==> src/rtl/counter_vector_engine.sv <==
// counter_vector_engine: self-test producer/checker for the N-bit universal counter.
// Generates a reproducible stream of control/parallel-in vectors from a 32-bit
// Galois LFSR, drives them into the counter, keeps a golden model of the count,
// and compares the counter's count against the model every cycle after a vector.
// Optional build macro: CORNER_PREAMBLE_EN adds four directed wrap-around vectors
// (load all-ones, up, down, hold) ahead of the random vectors.
module counter_vector_engine #(
    parameter int          N           = 16,
    parameter int          NUM_VECTORS = 256,
    parameter logic [31:0] SEED        = 32'hACE1_2F5B
) (
    input  logic         clk,
    input  logic         rst,
    input  logic         start,
    output logic         dut_rst_n,
    output logic [1:0]   ctrl_out,
    output logic [N-1:0] pin_out,
    input  logic [N-1:0] count_in,
    output logic         busy,
    output logic         done,
    output logic         pass,
    output logic         mismatch,
    output logic [15:0]  error_count,
    output logic [15:0]  vector_count
);

`ifdef CORNER_PREAMBLE_EN
    localparam int PRE_LEN = 4;
`else
    localparam int PRE_LEN = 0;
`endif
    localparam int          RUN_LEN  = NUM_VECTORS + PRE_LEN;
    localparam logic [16:0] RUN_LAST = 17'(RUN_LEN);

    typedef enum logic [2:0] {
        IDLE   = 3'd0,
        DUTRST = 3'd1,
        SETTLE = 3'd2,
        RUN    = 3'd3,
        DRAIN  = 3'd4,
        DONE   = 3'd5
    } state_t;

    state_t         state_r;
    logic [31:0]    lfsr_r;
    logic [N-1:0]   model_r;
    logic [16:0]    run_idx_r;   // vectors presented so far; wider than vector_count
    logic           cmp_en_r;    // previous cycle was a RUN cycle
    logic           rst_cnt_r;   // second DUTRST cycle marker

    logic [1:0]     vec_ctrl_s;
    logic [N-1:0]   vec_pin_s;
    logic           vec_rand_s;
    logic           miss_s;
    logic [15:0]    err_next_s;

    // Galois right-shift step for x^32+x^22+x^2+x+1.
    function automatic logic [31:0] lfsr_step(input logic [31:0] s);
        return {1'b0, s[31:1]} ^ (s[0] ? 32'h8020_0003 : 32'h0000_0000);
    endfunction

    // Counter semantics: 00 hold, 01 up, 10 down, 11 load, all mod 2^N.
    function automatic logic [N-1:0] count_step(input logic [N-1:0] c,
                                                input logic [1:0]   op,
                                                input logic [N-1:0] p);
        logic [N-1:0] r;
        case (op)
            2'b01:   r = c + N'(1);
            2'b10:   r = c - N'(1);
            2'b11:   r = p;
            default: r = c;
        endcase
        return r;
    endfunction

    // Choose the vector for the next RUN cycle: directed preamble or LFSR bits.
    always_comb begin
        vec_ctrl_s = lfsr_r[1:0];
        vec_pin_s  = lfsr_r[N+1:2];
        vec_rand_s = 1'b1;
`ifdef CORNER_PREAMBLE_EN
        if (run_idx_r < 17'd4) begin
            vec_rand_s = 1'b0;
            vec_pin_s  = '0;
            case (run_idx_r[1:0])
                2'd0: begin
                    vec_ctrl_s = 2'b11;
                    vec_pin_s  = {N{1'b1}};
                end
                2'd1:    vec_ctrl_s = 2'b01;
                2'd2:    vec_ctrl_s = 2'b10;
                default: vec_ctrl_s = 2'b00;
            endcase
        end else begin
            vec_rand_s = 1'b1;
        end
`endif
    end

    // Compare the counter against the model and form the saturating error count.
    always_comb begin
        miss_s     = cmp_en_r && (count_in != model_r);
        err_next_s = error_count;
        if (miss_s && (error_count != 16'hFFFF)) begin
            err_next_s = error_count + 16'd1;
        end else begin
            err_next_s = error_count;
        end
    end

    // Run sequencer, vector generator, golden model and result registers.
    always_ff @(posedge clk) begin
        if (rst) begin
            state_r      <= IDLE;
            lfsr_r       <= SEED;
            model_r      <= '0;
            run_idx_r    <= 17'd0;
            cmp_en_r     <= 1'b0;
            rst_cnt_r    <= 1'b0;
            dut_rst_n    <= 1'b1;
            ctrl_out     <= 2'b00;
            pin_out      <= '0;
            busy         <= 1'b0;
            done         <= 1'b0;
            pass         <= 1'b0;
            mismatch     <= 1'b0;
            error_count  <= 16'd0;
            vector_count <= 16'd0;
        end else begin
            mismatch    <= miss_s;
            error_count <= err_next_s;
            cmp_en_r    <= (state_r == RUN);
            if (state_r == RUN) begin
                model_r <= count_step(model_r, ctrl_out, pin_out);
            end
            case (state_r)
                IDLE, DONE: begin
                    if (start) begin
                        state_r      <= DUTRST;
                        busy         <= 1'b1;
                        done         <= 1'b0;
                        pass         <= 1'b0;
                        dut_rst_n    <= 1'b0;
                        ctrl_out     <= 2'b00;
                        pin_out      <= '0;
                        lfsr_r       <= SEED;
                        model_r      <= '0;
                        run_idx_r    <= 17'd0;
                        rst_cnt_r    <= 1'b0;
                        error_count  <= 16'd0;
                        vector_count <= 16'd0;
                    end
                end
                DUTRST: begin
                    model_r <= '0;
                    if (rst_cnt_r) begin
                        state_r   <= SETTLE;
                        dut_rst_n <= 1'b1;
                    end else begin
                        rst_cnt_r <= 1'b1;
                    end
                end
                SETTLE, RUN: begin
                    if ((state_r == RUN) && (run_idx_r == RUN_LAST)) begin
                        state_r  <= DRAIN;
                        ctrl_out <= 2'b00;
                        pin_out  <= '0;
                    end else begin
                        state_r   <= RUN;
                        ctrl_out  <= vec_ctrl_s;
                        pin_out   <= vec_pin_s;
                        run_idx_r <= run_idx_r + 17'd1;
                        if (vector_count != 16'hFFFF) begin
                            vector_count <= vector_count + 16'd1;
                        end
                        if (vec_rand_s) begin
                            lfsr_r <= lfsr_step(lfsr_r);
                        end
                    end
                end
                DRAIN: begin
                    state_r <= DONE;
                    busy    <= 1'b0;
                    done    <= 1'b1;
                    pass    <= (err_next_s == 16'd0);
                end
                default: begin
                    state_r   <= IDLE;
                    busy      <= 1'b0;
                    done      <= 1'b0;
                    dut_rst_n <= 1'b1;
                    ctrl_out  <= 2'b00;
                    pin_out   <= '0;
                end
            endcase
        end
    end

endmodule

==> config.mk <==
export PLATFORM = sky130hd
export DESIGN_NAME = counter_vector_engine
export DESIGN_NICKNAME = d
export VERILOG_FILES = /design/src/rtl/counter_vector_engine.sv
export SDC_FILE = /design/constraint.sdc
export NUM_CORES = 1
export LEC_CHECK = 0
export ABC_AREA = 1
export CORE_MARGIN = 1.5
export CORE_UTILIZATION = 49
export CTS_BUF_LIST = sky130_fd_sc_hd__clkbuf_4 sky130_fd_sc_hd__clkbuf_8 sky130_fd_sc_hd__clkbuf_16
export DETAILED_ROUTE_END_ITERATION = 12
export PLACE_DENSITY = 0.71
export RECOVER_POWER = 50
export SYNTH_ARGS = -nofsm -noshare
export SYNTH_HDL_FRONTEND = slang
export SYNTH_SLANG_ARGS = --single-unit
==> constraint.sdc <==
create_clock -name clk -period 2.85 [get_ports clk]
set_clock_uncertainty 0.2 [all_clocks]
set_input_delay 0.4275 -clock clk [delete_from_list [all_inputs] [get_ports clk]]
set_output_delay 0.4275 -clock clk [all_outputs]
set_load 0.05 [all_outputs]
==> results of run 1 <==
-- cells in the final DEF, fill, tap and decap left out, types with 19 or more instances in the layout --
master	instances
inv_1	118
nand3_1	71
nand4_1	22
dfxtp_1	124
nand2_1	288
xor2_1	19
a21oi_1	124
nor2_1	102
dlygate4sd3_1	55
o21ai_0	49
-- synthesized netlist by cell type --
| library cell | instances |
|---|---|
| a211oi_1 | 4 |
| a21oi_1 | 124 |
| a221oi_1 | 4 |
| a22o_1 | 1 |
| a31oi_1 | 1 |
| and2_1 | 1 |
| buf_1 | 2 |
| buf_2 | 10 |
| buf_6 | 5 |
| clkbuf_1 | 21 |
| dfxtp_1 | 125 |
| ha_1 | 10 |
| inv_1 | 117 |
| inv_2 | 4 |
| nand2_1 | 287 |
| nand2_2 | 2 |
| nand3_1 | 71 |
| nand3_2 | 1 |
| nand3b_1 | 1 |
| nand4_1 | 22 |
| nand4_2 | 1 |
| nor2_1 | 103 |
| nor2_2 | 3 |
| nor2_4 | 2 |
| nor2_8 | 1 |
| nor3_1 | 17 |
| nor3_2 | 2 |
| nor4_1 | 9 |
| o211ai_1 | 3 |
| o21a_1 | 2 |
| o21ai_0 | 49 |
| o21ai_1 | 4 |
| o21ai_2 | 1 |
| o21bai_1 | 2 |
| o22ai_1 | 1 |
| o31ai_1 | 1 |
| or2_2 | 3 |
| xnor2_1 | 11 |
| xor2_1 | 19 |
-- kinds of logic after synthesis --
kind of cell | synth area share, %
xor+xnor | 3.85
fa+ha+maj | 1.83
compound gates | 15.3
buf+inv | 9.48
flops | 36.7
simple gates | 32.9
-- timing repair --
item	4_1_cts	5_1_grt
setup endpoints to repair	0	9
gates resized for setup	0	3
buffers inserted	0	4
-- state kept, by name (all words and copies together), names as in the netlist --
register / count
lfsr_r: 32
run_idx_r: 17
error_count: 16
model_r: 16
pin_out: 16
vector_count: 16
state_r: 3
ctrl_out: 2
busy: 1
cmp_en_r: 1
done: 1
dut_rst_n: 1
mismatch: 1
pass: 1
rst_cnt_r: 1
-- cell type report --
class                           count  area (µm²)  share of cell area [%]
Clock buffer                       19         453                    5.39
Clock inverter                     13         190                    2.26
Inverter                          121         454                    5.41
Multi-Input combinational cell    765        3700                    44.1
Sequential cell                   125        2500                    29.8
Tap cell                          176         220                    2.62
Timing Repair Buffer               94         873                    10.4
-- report_power, final --
part           switching, mW  total, mW  internal [mW]
Clock                  0.808       2.32           1.51
Combinational           1.16       1.64          0.477
Sequential             0.157       2.11           1.96
Total                   2.12       6.07           3.95
-- final timing paths --
path | start | endpoint | slack [ns] | cells after the start
setup / recovery | ctrl_out[0] | model_r[11] | 0.24 | 14
hold / removal | rst | run_idx_r[3] | 0.24 | 4
setup reg to reg | ctrl_out[0] | model_r[11] | 0.24 | 14
hold reg to reg | lfsr_r[23] | lfsr_r[23] | 0.26 | 2
-- layer usage --
| layer | vias up | track usage [%] | part of all wire (%) |
|---|---|---|---|
| met3 | 25 | 4.42 | 4.4 |
| met1 | 3097 | 33.0 | 49 |
| li1 | 3569 | - | - |
| met5 | - | 0 | 0 |
| met2 | 167 | 38.4 | 45 |
| met4 | 0 | 8.60 | 1.7 |
-- per-stage QoR --
step	total power [mW]	std cells
3_5_place_dp	3.72	1275
2_1_floorplan	3.28	1047
6_report	6.07	1313
3_3_place_gp	3.71	1275
5_1_grt	6.40	1313
4_1_cts	6.05	1307
-- worst min-delay path, delay by kind of cell --
family / cells / cell delay (ns)
compound gates: 2 / 0.11
simple gates: 1 / 0.07
buf+inv: 1 / 0.20
==> summary.txt, run 1 <==
run status: finished clean
Syn Nets: 1076
Placer Congestion: 0.913
GRT Overall Usage: 24.2%
CTS tree: built
period utilization: 91.7%
Die Y: 121 µm
clk buf depth: 2
Pins Over Slew Limit: 0
CTS root buf: clkbuf_16
num rows: 42
Max-Cap Viols: 0
Synth Cell Area: 6830 µm²
crit-path cells: inv_1 -> ha_1 -> buf_4 -> nand2_1 -> inv_1 -> nor2_1 -> nand2_1 -> o21ai_2 -> inv_1 -> o21ai_1 -> a21oi_1 -> a21oi_1 -> o21ai_0 -> a21oi_1
final count of hold timing violations: 0
final instance area: 8400 µm²
Yosys top cell area share: 36.7%
Total Routed Length: 17.5 mm
CTS Buf Count: 17
Core ar.: 13400 µm²
io pins: 74
Chip Width: 121 µm
port bufs: 73
Area contributors post-synth: dfxtp_1 (37%), nand2_1 (16%), a21oi_1 (9.1%)
Yosys top cell by area: dfxtp_1
first-pass GRT wire length: 28.9 mm
Routed Antenna Nets: 0
delay-heaviest family, CP: compound AO/OA/AOI/OAI gates
initial antenna violation count: 0
crit path max-delay cell type: dfxtp_1
Req. time, crit path: 2.99 ns
Critical path buffers and inverters: 4
headroom to the max-slew limit: 21.3%
Cell Pwr Density: 723 nW/µm²
Final nets: 1153
setup_tns: 0 ns
critical-path maximum fanout: 11
later-pin clock latency in the skew report: 0.42 ns
routed vias/inst: 5.22
dpl cell area: 7710 µm²
Die Area: 14600 µm²
detailed-placement wirelength estimate: 12.0 mm
register area share after synthesis: 36.7%
Mapped Cells: 1047
vias in the first global route: 6229
GRT overflow: 0
first-pass iteration count of the detailed router: 5
Synth cell types: 39
actual slew at the worst max-slew pin: 1.18 ns
kind of critical path: register to register
Period minus WS final: 2.61 ns
CP startpoint kind: register
Clock Sinks: 125
H-tree depth: 4
Leak: 3.49 nW
critical path arrival: 2.76 ns
CP max stage delay: 0.33 ns
Routed WL per cell: 13.3 µm
Setup WS post-layout: 0.235 ns
hold_buf cts: 0
Mapped Avg Cell Area: 6.52 µm²
Setup crit end kind: register
synthesis-stage register bit count: 125
endpoints failing setup: 0
Post-Place Setup Slack: 0.0679 ns
peak supply drop: 0.491 mV
unrepaired setup endpoints after global routing: no
DRC: 0
Ys Warns: 0
hold_ws: 0.241 ns
share of cells above drive strength 1: 6.60%
DR iter-0 viols: 491
largest net degree at the start of global routing: 59
Final Util: 62.7%
Worst Hold Class: input port to register
maximum clock frequency: 382 MHz
# diodes: 0
Area Growth Syn to Fin: 23.1%
via count: 6858
Initial Utilization: 50.9%
Clk pin slew, worst setup/hold paths: 0.06 ns
final-layout fill cell count: 1270
Power figures use the tool's default switching activity.
==> run 2, diff against run 1 <==
--- a/config.mk
+++ b/config.mk
@@ -7,10 +7,11 @@
 export LEC_CHECK = 0
 export ABC_AREA = 1
 export CORE_MARGIN = 1.5
-export CORE_UTILIZATION = 49
+export CORE_UTILIZATION = 55
 export CTS_BUF_LIST = sky130_fd_sc_hd__clkbuf_4 sky130_fd_sc_hd__clkbuf_8 sky130_fd_sc_hd__clkbuf_16
 export DETAILED_ROUTE_END_ITERATION = 12
-export PLACE_DENSITY = 0.71
+export MAX_ROUTING_LAYER = met4
+export PLACE_DENSITY = 0.78
 export RECOVER_POWER = 50
 export SYNTH_ARGS = -nofsm -noshare
 export SYNTH_HDL_FRONTEND = slang
==> run 2 against run 1 <==
Compared with the run above: cell area fell by 0.98%; total power shrank 3.3%; clock power fell by 5%; core utilization rose by 6.3 points; final cell count is 0.99% lower; largest cell class unchanged.
==> summary.txt, run 2 (synthesis gave the netlist of run 1 again) <==
run status: finished clean
R2R Setup Slk: 0.22 ns
Largest register FFs: 32
sw frac: 36.2%
Cell Pwr Density: 706 nW/µm²
Req. time, crit path: 2.91 ns
headroom to the max-slew limit: 55.5%
Routed Antenna Nets: 0
dpl cell area: 7710 µm²
share of cells above drive strength 1: 6.45%
hold_buf cts: 0
Chip Width: 114 µm
CTS tree: built
CTS Buf Count: 17
Initial Utilization: 56.6%
Period minus WS final: 2.63 ns
final instance area: 8320 µm²
clk buf depth: 2
crit-path cells: nor2_1 -> o21ai_1 -> nor2_2 -> nor2_1 -> nand2_1 -> nor2_1 -> nor2_8 -> inv_1 -> nor2_4 -> inv_2 -> a221oi_1
Final nets: 1148
Routed WL per cell: 13.3 µm
Area Growth Syn to Fin: 21.9%
Reg power frac: 36.0%
io pins: 74
later-pin clock latency in the skew report: 0.42 ns
crit path max-delay cell type: inv_1
Placer Congestion: 0.921
Worst Hold Depth: 2
Setup crit end kind: register
peak supply drop: 0.383 mV
first-pass GRT wire length: 29.0 mm
RR Endpoint: model_r[2]
detailed-placement wirelength estimate: 12.3 mm
DR iter-0 viols: 521
via count: 6933
period utilization: 92.3%
CTS root buf: clkbuf_16
post-cts resize count: 0
hold endpoint: done
Worst Hold Class: register to register
Comb power frac: 26.4%
critical path arrival: 2.69 ns
hold_sp: done
num rows: 40
Core ar.: 12100 µm²
endpoints failing setup: 0
setup repair bufs after CTS: 0
port bufs: 73
Clock Sinks: 125
commonest cells after routing, fill and taps aside: nand2_1 (288), a21oi_1 (124), dfxtp_1 (124)
worst r2r path cells: 11
Die Y: 114 µm
# diodes: 0
DRC: 0
Clk pin slew, worst setup/hold paths: 0.06 ns
first-pass iteration count of the detailed router: 5
actual slew at the worst max-slew pin: 0.667 ns
setup_tns: 0 ns
maximum clock frequency: 380 MHz
most common cell after layout, fill and taps aside: nand2_1
GRT overflow: 0
leading registers by flop count: lfsr_r x32, run_idx_r x17
Total Routed Length: 17.2 mm
P_sw: 2.13 mW
Die Area: 13100 µm²
Reg with most FFs: lfsr_r
Internal: 3.74 mW
CP startpoint kind: register
critical-path maximum fanout: 11
H-tree depth: 4
initial antenna violation count: 0
Worst path most repeated cell: nor2_1
Max-Cap Viols: 0
reg-to-reg startpoint: state_r[0]
GRT Overall Usage: 28.4%
final count of hold timing violations: 0
routed vias/inst: 5.33
largest net degree at the start of global routing: 59
Pins Over Slew Limit: 0
vias in the first global route: 6254
kind of critical path: register to register
Clock power frac: 37.5%
CP max stage delay: 0.42 ns
unrepaired setup endpoints after global routing: no
Leak: 3.47 nW
## run 2: per-stage QoR
stage | utilization (%) | power [mW] | hold slack [ns] | std cells | worst slack [ns]
finish | 69.0 | 5.87 | 0.259 | 1300 | 0.218
global route | 69.0 | 6.17 | 0.284 | 1300 | 0.00386
CTS | 68.9 | 5.92 | 0.260 | 1300 | 0.216
detailed placement | 63.9 | 3.72 | 0.245 | 1268 | 0.159
global placement | 63.9 | 3.69 | 0.240 | 1268 | 0.196
floorplan | - | 3.28 | 0.229 | 1047 | 0.0458
## run 2: worst max-delay path, delay by kind of cell, from the launching register on
kind                   cells  cell delay [ns]
AOI/OAI and AO/OA          2             0.31
buffers and inverters      2             0.58
DFF                        1             0.41
and+or+nand+nor            7             0.96
## run 2: layout make-up
type	count	area (µm²)
Clock inverter	13	154
Tap cell	168	210
Timing Repair Buffer	91	858
Sequential cell	125	2500
Multi-Input combinational cell	763	3680
Fill cell	1092	3740
Inverter	121	454
Clock buffer	19	453
## run 2: how the worst max path moves through the flow
| stage | depth (start not counted) | slack, ns | from | endpoint |
|---|---|---|---|---|
| detailed placement | 18 | 0.16 | count_in[15] | pass |
| finish | 11 | 0.22 | state_r[0] | model_r[2] |
| global placement | 18 | 0.20 | count_in[15] | pass |
| floorplan | 15 | 0.05 | ctrl_out[0] | model_r[10] |
| global route | 14 | 0.004 | ctrl_out[0] | model_r[11] |
| CTS | 14 | 0.22 | ctrl_out[0] | model_r[11] |
## run 2: power by group through the flow
stage	Sequential, mW	Clock [mW]	Combinational [mW]
floorplan	2.28	0	0.995
global placement	2.14	0	1.55
detailed placement	2.15	0	1.57
CTS	2.11	2.23	1.58
global route	2.14	2.31	1.72
finish	2.11	2.20	1.55
## run 2: layer usage
layer / global-route usage [%] / wire length, µm
met5: - / 0
met4: 9.92 / 364
met3: 5.72 / 1100
met2: 43.6 / 7660
met1: 37.5 / 8120
==> run 3, diff against run 2 <==
--- a/config.mk
+++ b/config.mk
@@ -6,6 +6,7 @@
 export NUM_CORES = 1
 export LEC_CHECK = 0
 export ABC_AREA = 1
+export ABC_CLOCK_PERIOD_IN_PS = 2850
 export CORE_MARGIN = 1.5
 export CORE_UTILIZATION = 55
 export CTS_BUF_LIST = sky130_fd_sc_hd__clkbuf_4 sky130_fd_sc_hd__clkbuf_8 sky130_fd_sc_hd__clkbuf_16
==> results of run 3 <==
The final DEF is identical to that of run 2; final timing and power are the same.
